File: config.mk
export PLATFORM = sky130hd
export DESIGN_NAME = matrix_tile_loader
export DESIGN_NICKNAME = d
export VERILOG_FILES = /design/src/rtl/matrix_tile_loader.sv
export SDC_FILE = /design/constraint.sdc
export NUM_CORES = 1
export LEC_CHECK = 0
export BUFFER_PORTS_ARGS = -buffer_cell sky130_fd_sc_hd__buf_2
export CAP_MARGIN = 10
export CORE_MARGIN = 2
export CORE_UTILIZATION = 52
export DETAILED_ROUTE_END_ITERATION = 7
export HOLD_SLACK_MARGIN = 0.15
export PLACE_DENSITY = 0.85
export SLEW_MARGIN = 5
export SYNTH_ARGS = -nofsm -noshare
export SYNTH_HDL_FRONTEND = slang
export SYNTH_SLANG_ARGS = --single-unit
File: constraint.sdc
create_clock -name clk -period 2.56 [get_ports clk]
set_clock_uncertainty 0.2 [all_clocks]
set_input_delay 0.256 -clock clk [delete_from_list [all_inputs] [get_ports clk]]
set_output_delay 0.256 -clock clk [all_outputs]
set_load 0.02 [all_outputs]
File: src/rtl/matrix_tile_loader.sv
// Double-buffered serial-to-tile packer: gathers N*L row-major W-bit elements
// into one packed tile and hands it to the matmul stage over valid/ready.
module matrix_tile_loader #(
  parameter int unsigned W = 8,
  parameter int unsigned N = 3,
  parameter int unsigned L = 3
) (
  input  logic             clk,
  input  logic             rstn,
  input  logic             flush,
  input  logic             s_valid,
  output logic             s_ready,
  input  logic [W-1:0]     s_data,
  input  logic             s_last,
  output logic             m_valid,
  input  logic             m_ready,
  output logic [N*L*W-1:0] m_mtx,
  output logic             err
);

  localparam int unsigned NL = N * L;
  localparam int unsigned TW = NL * W;
  localparam int unsigned IW = (NL > 1) ? $clog2(NL) : 1;

  logic [1:0][TW-1:0] tile_buf;
  logic               wr_sel;
  logic               rd_sel;
  logic [1:0]         count;
  logic [IW-1:0]      idx;

  logic accept;
  logic last_k;
  logic complete;
  logic frame_err;
  logic take;

  // Handshake and framing decode, all from registered state plus inputs.
  assign s_ready   = (count != 2'd2);
  assign m_valid   = (count != 2'd0);
  assign m_mtx     = tile_buf[rd_sel];
  assign accept    = s_valid && s_ready;
  assign last_k    = (idx == IW'(NL - 1));
  assign complete  = accept && s_last && last_k;
  assign frame_err = accept && (s_last != last_k);
  assign take      = m_valid && m_ready;

  always_ff @(posedge clk or negedge rstn) begin
    if (!rstn) begin
      tile_buf <= '0;
      wr_sel   <= 1'b0;
      rd_sel   <= 1'b0;
      count    <= 2'd0;
      idx      <= '0;
      err      <= 1'b0;
    end else if (flush) begin
      // Flush wins over any same-cycle accept or transfer.
      tile_buf <= '0;
      wr_sel   <= 1'b0;
      rd_sel   <= 1'b0;
      count    <= 2'd0;
      idx      <= '0;
      err      <= 1'b0;
    end else begin
      err <= frame_err;
      if (accept) begin
        tile_buf[wr_sel][32'(idx) * W +: W] <= s_data;
        idx <= (last_k || s_last) ? '0 : idx + IW'(1);
      end
      if (complete) wr_sel <= ~wr_sel;
      if (take)     rd_sel <= ~rd_sel;
      // Completion and transfer in the same cycle leave the fill level unchanged.
      case ({complete, take})
        2'b10:   count <= count + 2'd1;
        2'b01:   count <= count - 2'd1;
        default: count <= count;
      endcase
    end
  end

endmodule

## Yosys cells after proc, flatten, opt, wreduce, memory -nomap -nowiden

Cells that the tools add are included.

- Bitwise operators: 2
- Shift operators: 2
- Magnitude comparators: 3
- Reduce and logical (&&, ||, !) cells: 12
- Muxes and demuxes: 17
- Add/subtract/negate cells: 4
- Equality and inequality tests: 5

Operators by type and width:

| operator | number |
|---|---|
| $mux W144 | 2 |
| $mux W72 | 3 |
| $bwmux W144 | 1 |
| $demux W72 S1 | 1 |
| $shift A8 B34 Y72 const A | 1 |
| $shiftx A8 B34 Y72 | 1 |
| $neg A7 Y34 | 1 |
| $mux W4 | 3 |
| $reduce_bool A2 Y1 | 4 |
| $logic_and A1 B1 Y1 | 6 |
| $mux W1 | 5 |
| $add A4 B1 Y4 const B | 1 |
| $eq A4 B4 Y1 const B | 1 |
| $lt A1 B2 Y1 const B | 2 |
| $pmux W2 S2 | 1 |
| $reduce_bool A3 Y1 | 1 |
| $add A2 B1 Y2 const B | 1 |
| $eq A2 B1 Y1 const B | 1 |
| $eq A2 B2 Y1 const B | 1 |
| $mux W2 | 1 |
| $ne A2 B2 Y1 const B | 1 |
| $not A1 Y1 | 2 |
| $sub A2 B1 Y2 const B | 1 |
| $ge A1 B1 Y1 const B | 1 |
| other kinds (2) | 2 |

- Register bits: 153
- Output and inout port bits: 75
- Logic and storage cells: 52
- Input port bits: 14

## Logic depth before layout (Yosys ltp)

- Depth after elaboration: 7
- Gate-level depth with buffers: 9
- Depth with buffers taken out: 7

## Worst setup path after synthesis

No wires, ideal clock.

- Kind: register to register
- Start: reg idx[0]
- End: reg tile_buf[32] (netlist bit)
- Path slack: 85 ps
- Clock period less this slack: 2,475 ps
- Cell stages (with the launch flop): 8
- Buffers on the path: 2
- Required time: 2,238 ps
- Setup time: 122 ps
- Arrival time: 2,153 ps
- Cell sequence: dfrtp_1 inv_1 ha_1 clkbuf_1 nor3_1 clkbuf_1 a31oi_1 a32o_1

- Cells in the longest elaborated chain, start to end: 7
- Elaborated cells between the ends (all ways): 8
- Classes of those cells: 1 x add/sub; 2 x shift; 5 x mux

Ends and longest elaborated chain:

| element | RTL line | text |
|---|---|---|
| from (decl) | 29 | `logic [IW-1:0] idx;` |
| from (signal assigned) | 67 | `idx <= (last_k \|\| s_last) ? '0 : idx + IW'(1);` |
| $neg A7 Y34 (*) | 66 | `tile_buf[wr_sel][32'(idx) * W +: W] <= s_data;` |
| $shift A8 B34 Y72 | 66 |  |
| $mux W72 (implied by the code) | 66 |  |
| $demux W72 S1 | 66 |  |
| $bwmux W144 (*) | 66 |  |
| $mux W144 (*) | 65 | `if (accept) begin` |
| $mux W144 (*) | 55 | `end else if (flush) begin` |
| to (signal, indexed assignment) | 66 |  |
| to (decl) | 25 | `logic [1:0][TW-1:0] tile_buf;` |

Mark *: on every way between the ends. The rest lies on a longest branch, timed or not. The select of a mux whose other input is x is not followed.
A chain may end at the register's enable or synchronous reset.

## Worst setup path in the final report

- Start: reg idx[0]
- End: reg tile_buf[47] (netlist bit)

Same word-level chain as after synthesis.

==> impl_metrics.env <==
export IMPL_cp_startpoint="idx[0]"
export IMPL_portBuffers=88
export IMPL_rr_startpoint="idx[0]"
export IMPL_cts_htree_levels=4
export IMPL_die_width_um=121
export IMPL_crit_fanout=8
export IMPL_final_nets=694
export IMPL_first_pass_iters=5
export IMPL_gp_congestion=0.893
export IMPL_core_um2=13300
export IMPL_area_growth_syn_to_layout_pct=22.9
export IMPL_via_count=5490
export IMPL_m1WireLength_mm=8.14
export IMPL_fp_dieH_um=121
export IMPL_power_w=0.00531
export IMPL_synthDistinctLibCells=40
export IMPL_synth_nets=580
export IMPL_drt_wl_total_mm=19.2
export IMPL_drv_slew=0
export IMPL_wl_per_cell_um=22.2
export IMPL_finalCriticalPeriod_ps=2450
export IMPL_max_freq_ghz=0.408
export IMPL_diodes=0
export IMPL_max_slew_margin=0.541
export IMPL_finalSetupViolCount=0
export IMPL_clkTransAtPathRegs_ps=70
export IMPL_min_from="s_data[3]"
export IMPL_dr_wl_met2_mm=9.63
export IMPL_grt_first_pass_wirelength_mm=30.5
export IMPL_finalCritPeriodShare=0.956
export IMPL_grt_pass1_vias=5729
export IMPL_grt_max_degree=54
export IMPL_maxCapViolations=0
export IMPL_wl_met3_mm=1.01
export IMPL_ant_nets=0
export IMPL_clk_path_buf_depth=2
export IMPL_overflow=0
export IMPL_final_core_util=0.658
export IMPL_antenna_found_initial=0
export IMPL_leakagePower_nw=4.43
export IMPL_seq_area_frac_synth=0.536
export IMPL_p_per_area_nw_per_um2=604
export IMPL_synthArstFlopShare=1.00
export IMPL_grt_use_total=0.270
export IMPL_hold_path_class="input pin to register"
export IMPL_cts_sinks=153
export IMPL_ios=89
export IMPL_drive_gt1_frac=0.382
export IMPL_avgSynthCellArea_um2=12.7
export IMPL_rows=42
export IMPL_layout_common_cells="dfrtp_1, a22o_1, buf_2, mux2_2, buf_4"
export IMPL_vdd_drop_max_uv=354
export IMPL_setup_slack_ps=112
export IMPL_die_area_um2=14700
export IMPL_viasPerCell=6.35
export IMPL_cts_inserted_buffers=17
export IMPL_place_ws_ps=-4.04
export IMPL_drc_errors=0
export IMPL_reg2reg_slack_ps=110
export IMPL_synth_cells=562
export IMPL_cts_root_buf="clkbuf_16"
export IMPL_top_layer="met4"
export IMPL_status="finished, final reports clean"
export IMPL_startpoint_type="register"
export IMPL_synth_seq_cells=153
export IMPL_worst_pin_slew_ps=685
export IMPL_worstSetupEndpointType="register"
export IMPL_initial_core_util=0.536
export IMPL_clock_latency_ps=420
export IMPL_drtIter0Drc=464
export IMPL_hold_slack_ps=185
export IMPL_arrival_ps=2600
export IMPL_fillers=965
export IMPL_hpwl_mm=12.2
export IMPL_synth_edff_count=0
export IMPL_synthesis_area_um2=7150
export IMPL_criticalPathCategory="register to register"
export IMPL_rsz0062_at_grt="yes"
export IMPL_setup_tns_ps=0
export IMPL_hold_viol=0
export IMPL_required_ps=2710
export IMPL_ys_warn_count=0
export IMPL_synth_top_flop_cell="dfrtp_1"
export IMPL_layout_commonest_cell="dfrtp_1"
export IMPL_cts_tree="yes"
## what timing repair did
item | CTS | global route
setup buffers | 0 | 2
resized for setup | 1 | 14
hold buffers | 13 | 0
hold endpoints to repair | 172 | 0
pin swaps | 0 | 2
setup endpoints to repair | 8 | 96
## through the flow
stage                     instance area (µm²)  cells
final                                    8790    865
after global routing                     8790    865
after CTS                                8700    863
after detailed placement                 7970    818
after global placement                   7970    818
after floorplan                          7150    562
## flip-flops by register name, summed over array words and instances (netlist names)
register and count:
err 1, count 2, idx 4, wr_sel 1, tile_buf 144, rd_sel 1
## Yosys cell counts (6+ instances only)
cell / number / area [µm²]
a31oi_1: 14 / 87.6
clkbuf_1: 32 / 120
nand2b_1: 29 / 181
dfrtp_1: 153 / 3830
a22o_1: 112 / 981
nor2_1: 10 / 37.5
mux2_2: 72 / 811
buf_1: 11 / 41.3
mux2i_1: 16 / 160
a32o_1: 16 / 160
nand2_1: 8 / 30.0
inv_1: 6 / 22.5
nor4_4: 6 / 128
a21oi_1: 8 / 40.0
nand3_1: 6 / 30.0
## cell type report
cell class                 count  area (µm²)  area share
sequential                   153        3830       0.436
multi-input combinational    354        3180       0.362
timing repair buffer         143         930       0.106
clock buffer                  18         439      0.0500
tap                          176         220      0.0251
clock inverter                14         160      0.0182
inverter                       7        26.3     0.00299
## cell families (layout without fill, tap and decap cells)
kind of cell,after synthesis,in the layout,share of synthesized area
AOI/OAI and AO/OA,157,157,0.184
DFF,153,153,0.536
and+or+nand+nor,100,100,0.101
muxes,88,88,0.136
buffers and inverters,55,182,0.0298
xor gates and xnor gates,5,5,0.00613
adders and majority gates,4,4,0.00700
## final timing paths
path,endpoint,cells after the start
max,tile_buf[47],8
min,tile_buf[11],3
max reg2reg,tile_buf[47],8
min reg2reg,tile_buf[125],1
max in group asynchronous,tile_buf[65],4
min in group asynchronous,tile_buf[67],3
## report_power, final
part,internal [W],leakage [nW],switching [W]
Clock,0.00148,0.292,0.00106
Sequential,0.00243,2.13,0.00000654
Combinational,0.0000989,2.00,0.000227
## layer usage
layer	vias to the layer above	track usage
met5	-	0
li1	2380	-
met3	31	0.0517
met1	2861	0.362
met2	218	0.436
met4	0	0.108
## critical path: stages, from the launching register on
cell and delay [ps]:
dfrtp_1 420, inv_1 90, ha_1 280, nand3b_1 230, and2_1 310, buf_4 200, nor4_4 270, buf_4 220
a22o_1 170
Power figures use the tool's default switching activity.
